## src/rtl/mm_pkg.sv

```systemverilog
// Shared constants and drain FSM encoding for the accumulator result path.
// Latency: n/a (declarations only).
// Backpressure: n/a.
// Contents: default accumulator/output widths, bank depth, address width, FSM states.
package mm_pkg;

  localparam int ACC_W   = 80;
  localparam int OUT_W   = 64;
  localparam int NUM_ADR = 4;
  localparam int ADR_W   = 2;

  typedef enum logic [2:0] {
    S_IDLE      = 3'd0,
    S_READ      = 3'd1,
    S_LATCH     = 3'd2,
    S_EMIT_EVEN = 3'd3,
    S_EMIT_ODD  = 3'd4,
    S_CLEAR     = 3'd5,
    S_FIN       = 3'd6
  } drain_state_t;

endpackage

```

## src/rtl/sat_narrow.sv

```systemverilog
// Signed saturating narrow from an ACC_W accumulator word to OUT_W bits.
// Latency: combinational.
// Backpressure: none (pure function of acc).
// Ports: acc (wide signed input), res (narrowed/clamped value), sat (clamp applied).
module sat_narrow #(
  parameter int ACC_W = 80,
  parameter int OUT_W = 64
) (
  input  logic [ACC_W-1:0] acc,
  output logic [OUT_W-1:0] res,
  output logic             sat
);

  // The value fits when every bit from the MSB down to the output sign
  // position is a copy of the sign.
  logic [ACC_W-OUT_W:0] top;
  logic                 fits;

  assign top  = acc[ACC_W-1:OUT_W-1];
  assign fits = (&top) | ~(|top);

  always_comb begin
    res = acc[OUT_W-1:0];
    sat = 1'b0;
    if (!fits) begin
      sat = 1'b1;
      res = acc[ACC_W-1] ? {1'b1, {(OUT_W-1){1'b0}}} : {1'b0, {(OUT_W-1){1'b1}}};
    end
  end

endmodule

```

## src/rtl/result_drain.sv

```systemverilog
// Drains both accumulator banks address by address, saturating each word and clearing as it goes.
// Latency: first out_valid 3 cycles after start; 5 cycles per address with out_ready held high, plus FIN.
// Backpressure: out_valid/out_ready; the FSM holds in EMIT_* and the latched words keep out_* stable.
// Ports: start -> busy/done; rdadr + even_q/odd_q (1-cycle read RAMs); clr_wradr/clr_en zero both banks;
//        out_data/out_sat/out_last/out_valid/out_ready result stream.
module result_drain #(
  parameter int ACC_W   = mm_pkg::ACC_W,
  parameter int OUT_W   = mm_pkg::OUT_W,
  parameter int NUM_ADR = mm_pkg::NUM_ADR
) (
  input  logic                     clk,
  input  logic                     rst,
  input  logic                     start,
  input  logic [ACC_W-1:0]         even_q,
  input  logic [ACC_W-1:0]         odd_q,
  output logic [mm_pkg::ADR_W-1:0] rdadr,
  output logic [mm_pkg::ADR_W-1:0] clr_wradr,
  output logic                     clr_en,
  output logic [OUT_W-1:0]         out_data,
  output logic                     out_valid,
  input  logic                     out_ready,
  output logic                     out_sat,
  output logic                     out_last,
  output logic                     busy,
  output logic                     done
);

  localparam int                     ADR_W    = mm_pkg::ADR_W;
  localparam logic [ADR_W-1:0]       LAST_ADR = ADR_W'(NUM_ADR - 1);

  mm_pkg::drain_state_t state, state_nxt;
  logic [ADR_W-1:0]     cnt, cnt_nxt;
  logic [ACC_W-1:0]     even_r, odd_r;
  logic                 sel_odd;
  logic [ACC_W-1:0]     sat_in;
  logic [OUT_W-1:0]     sat_res;
  logic                 sat_flag;

  always_ff @(posedge clk) begin
    if (rst) begin
      state  <= mm_pkg::S_IDLE;
      cnt    <= '0;
      even_r <= '0;
      odd_r  <= '0;
    end else begin
      state <= state_nxt;
      cnt   <= cnt_nxt;
      // Read data returns one cycle after rdadr, i.e. during LATCH.
      if (state == mm_pkg::S_LATCH) begin
        even_r <= even_q;
        odd_r  <= odd_q;
      end
    end
  end

  always_comb begin
    state_nxt = state;
    cnt_nxt   = cnt;
    out_valid = 1'b0;
    sel_odd   = 1'b0;
    clr_en    = 1'b0;
    done      = 1'b0;
    busy      = 1'b1;
    unique case (state)
      mm_pkg::S_IDLE: begin
        busy = 1'b0;
        if (start) begin
          state_nxt = mm_pkg::S_READ;
          cnt_nxt   = '0;
        end
      end
      mm_pkg::S_READ:  state_nxt = mm_pkg::S_LATCH;
      mm_pkg::S_LATCH: state_nxt = mm_pkg::S_EMIT_EVEN;
      mm_pkg::S_EMIT_EVEN: begin
        out_valid = 1'b1;
        if (out_ready) state_nxt = mm_pkg::S_EMIT_ODD;
      end
      mm_pkg::S_EMIT_ODD: begin
        out_valid = 1'b1;
        sel_odd   = 1'b1;
        if (out_ready) state_nxt = mm_pkg::S_CLEAR;
      end
      mm_pkg::S_CLEAR: begin
        // Clear only after both words of this address have left, so a
        // stalled consumer never loses data.
        clr_en = 1'b1;
        if (cnt == LAST_ADR) begin
          state_nxt = mm_pkg::S_FIN;
        end else begin
          cnt_nxt   = cnt + 1'b1;
          state_nxt = mm_pkg::S_READ;
        end
      end
      mm_pkg::S_FIN: begin
        done      = 1'b1;
        state_nxt = mm_pkg::S_IDLE;
      end
      default: state_nxt = mm_pkg::S_IDLE;
    endcase
  end

  // One saturator shared between the two latched words.
  assign sat_in = sel_odd ? odd_r : even_r;

  sat_narrow #(
    .ACC_W (ACC_W),
    .OUT_W (OUT_W)
  ) u_sat (
    .acc (sat_in),
    .res (sat_res),
    .sat (sat_flag)
  );

  assign out_data  = out_valid ? sat_res : '0;
  assign out_sat   = out_valid & sat_flag;
  assign out_last  = sel_odd & (cnt == LAST_ADR);
  assign rdadr     = cnt;
  assign clr_wradr = cnt;

endmodule

```

## config.mk

```make
export PLATFORM = sky130hd
export DESIGN_NAME = result_drain
export DESIGN_NICKNAME = d
export VERILOG_FILES = /design/src/rtl/mm_pkg.sv /design/src/rtl/sat_narrow.sv /design/src/rtl/result_drain.sv
export SDC_FILE = /design/constraint.sdc
export NUM_CORES = 1
export LEC_CHECK = 0
export BUFFER_PORTS_ARGS = -buffer_cell sky130_fd_sc_hd__clkbuf_2
export CORE_ASPECT_RATIO = 0.8
export CORE_MARGIN = 4
export CORE_UTILIZATION = 52
export DETAILED_ROUTE_END_ITERATION = 10
export PLACE_DENSITY = 0.78
export SKIP_CTS_REPAIR_TIMING = 1
export SYNTH_ARGS = -nofsm -noshare
export SYNTH_HDL_FRONTEND = slang
export SYNTH_HIERARCHICAL = 1
export SYNTH_SLANG_ARGS = --single-unit
```

## constraint.sdc

```tcl
create_clock -name clk -period 4.07 [get_ports clk]
set_input_delay 0.814 -clock clk [delete_from_list [all_inputs] [get_ports clk]]
set_output_delay 0.814 -clock clk [all_outputs]
set_load 0.02 [all_outputs]
```

==> summary.md <==
| Metric | Value |
|---|---|
| Cell taking the most area after synthesis | dfxtp_1 |
| Global-route wire length before repair | 33200 um |
| Worst Hold Class | flop to flop |
| Sequential cell area | 3300 sq um |
| Async set or reset register ratio after synthesis | 0% |
| CTS tree | built |
| Antenna cell count | 0 |
| Post-Syn Nets | 1155 |
| Initial core utilization | 53.2% |
| Max Cap Violations | 0 |
| Area contributors post-synth | dfxtp_1 (41%), nand2_1 (15%), mux2_2 (11%) |
| Least-Margin Pin Slew | 0.739 ns |
| Die extent in y | 119 um |
| Total grt overflow | 0 |
| Vias | 7217 |
| P&R area growth vs syn | 23.2% |
| Type of the worst setup path | flop to primary output |
| Cell variety after synth | 38 |
| # nets final | 1342 |
| Number of enable flip-flop cells after synthesis | 0 |
| CTS H-tree depth | 4 |
| Via density | 5.23 |
| Slew HR | 50.7% |
| Die span in x | 147 um |
| Synth Warn # | 6 |
| DR pass1 iterations | 5 |
| DP Cell Count | 1347 |
| Area of the multi-input gates | 4240 sq um |
| Die ar. | 17400 sq um |
| Clock-pin slew on the worst setup and hold paths | 0.06 ns |
| Setup Viol. Count Final | 0 |
| Cts bufs inserted | 17 |
| Fin cells | 1379 |
| Filler cells | 1299 |
| RD Place Congestion | 0.830 |
| Worst-path fanout max | 34 |
| Fin crit period | 3.93 ns |
| CTS max path bufs | 2 |
| Initial antenna violation count | 0 |
| Post-Synthesis Cells | 990 |
| Power Density | 458 nW/um^2 |
| Cell at the root of the clock tree | clkbuf_16 |
| Final hold slack | 0.450 ns |
| Routed wire per std cell | 14.8 um |
| DRC | 0 |
| Main synth FF type | dfxtp_1 |
| Final hold vios | 0 |
| Placed wire-length estimate | 13700 um |
| #FFs+latches synth | 165 |
| Pin count of the biggest net entering global routing | 120 |
| Violation count after the first detailed-route iteration | 426 |
| CP Data Arrival Time | 3.12 ns |
| VDD IR max | 0.000282 V |
| Share of the synthesized area in the top cell type | 41.4% |
| Hold Path Depth | 2 |
| CP Capture Type | primary output |
| Seq/Total Area, Yosys | 41.4% |
| Drt total wl | 20400 um |
| Port Buffers | 237 |
| Antenna viol nets, final | 0 |
| Worst EP required | 3.26 ns |
| Average cell area after synthesis | 8.06 sq um |
| Number of global-route vias before repair | 6894 |
| P_leak | 4.40 nW |
| Period utilisation layout | 96.6% |
| Placed inst area | 9080 sq um |
| Crit path launch type | flop |
| Max Slew Vio Count | 0 |
| Fin area | 9830 sq um |
| Area of the core | 15000 sq um |
| Status | complete, no violations |
| Post-Syn Area | 7980 sq um |
| IO Pins | 238 |
| Worst clock skew | 0.00514 ns |
| CTS Sinks | 165 |
| Clock Latency Late Sink | 0.41 ns |
| FF-to-FF path depth | 5 |
| Share of cells above drive strength 1 | 32.2% |
| Max Fclk | 254 MHz |
| GRT Util Overall | 23.0% |
| Site row count | 40 |
## stage by stage
| stage | total power [mW] | setup WS (ns) | util, % | TNS, ns |
|---|---|---|---|---|
| floorplan | 2.44 | 0.701 | - | 0 |
| global placement | 2.66 | 0.356 | 60.5 | 0 |
| detailed placement | 2.67 | 0.317 | 60.5 | 0 |
| CTS | 4.53 | -0.187 | 65.1 | -8.01 |
| global route | 4.72 | -0.0305 | 65.5 | -0.0455 |
| finish | 4.50 | 0.138 | 65.5 | 0 |
## area by class of cell
cell class                      count  share of cell area, %
Multi-Input combinational cell    737                   43.1
Sequential cell                   165                   33.6
Timing Repair Buffer              255                   13.8
Clock buffer                       21                   4.78
Tap cell                          189                   2.40
Clock inverter                     11                   2.24
Inverter                            1                 0.0382
## worst max-delay path, stage by stage (launching register included)
cell and delay, ns:
dfxtp_2 0.40, nor3b_4 0.24, buf_6 0.24, mux2_2 0.40
nor4_2 0.42, a41oi_4 0.18, buf_4 0.28, a21o_2 0.23
and2_1 0.13, clkbuf_2 0.15
## layout by cell type, fill, tap and decap left out, types with 2 or more instances in the layout
cell type,n
nand2_1,323
clkbuf_2,236
dfxtp_1,164
a21oi_1,163
mux2_2,80
and2_1,67
a21o_1,60
clkbuf_16,17
buf_4,15
bufinv_16,6
nor2_1,4
nand2b_1,4
nand4_1,4
nor2b_1,3
clkinv_4,3
clkbuf_8,3
nor4_4,3
a21o_2,3
nor3b_4,2
mux2i_1,2
buf_12,2
buf_6,2
## registers in the layout, summed over array words and instances (netlist names)
name,count
even_r,80
odd_r,80
state,3
clr_wradr,2
## per-layer routing
metal	GRT usage, %	vias to the layer above	share of wire (%)
li1	-	3650	-
met5	0	-	0
met3	7.28	21	8.0
met2	35.8	253	45
met4	6.52	0	1.6
met1	30.7	3293	45
## report_power, final
| part | internal [mW] | switching, mW | total [mW] |
|---|---|---|---|
| registers | 1.71 | 0.0510 | 1.77 |
| logic | 0.400 | 0.493 | 0.893 |
| clock network | 1.20 | 0.638 | 1.84 |
## cell families (layout without fill, tap and decap cells)
logic type	after synthesis	after routing	share of synthesized area, %
buf+inv	88	288	6.43
fa+ha+maj	1	1	0.157
mux	82	82	11.5
flops	165	165	41.4
compound gates	236	236	17.6
simple gates	418	418	22.9
## cells in the mapped netlist (all sizes together) (2+ instances only)
master / instances
nor3b: 2
nand4: 5
dfxtp: 165
nor4: 5
nand2: 323
nor2b: 3
clkbuf: 43
nand2b: 4
mux2i: 2
nor2: 4
buf: 44
and2: 67
mux2: 80
a21o: 63
a21oi: 163
## worst paths after layout
path / endpoint / slack (ns) / start
worst max-delay path: out_data[1] / 0.14 / state[1]
worst max register to register: odd_r[44] / 1.97 / state[0]
worst min register to register: odd_r[8] / 0.45 / odd_r[8]
worst min-delay path: odd_r[8] / 0.45 / odd_r[8]
Note: power is estimated with default switching activity, not from simulation.
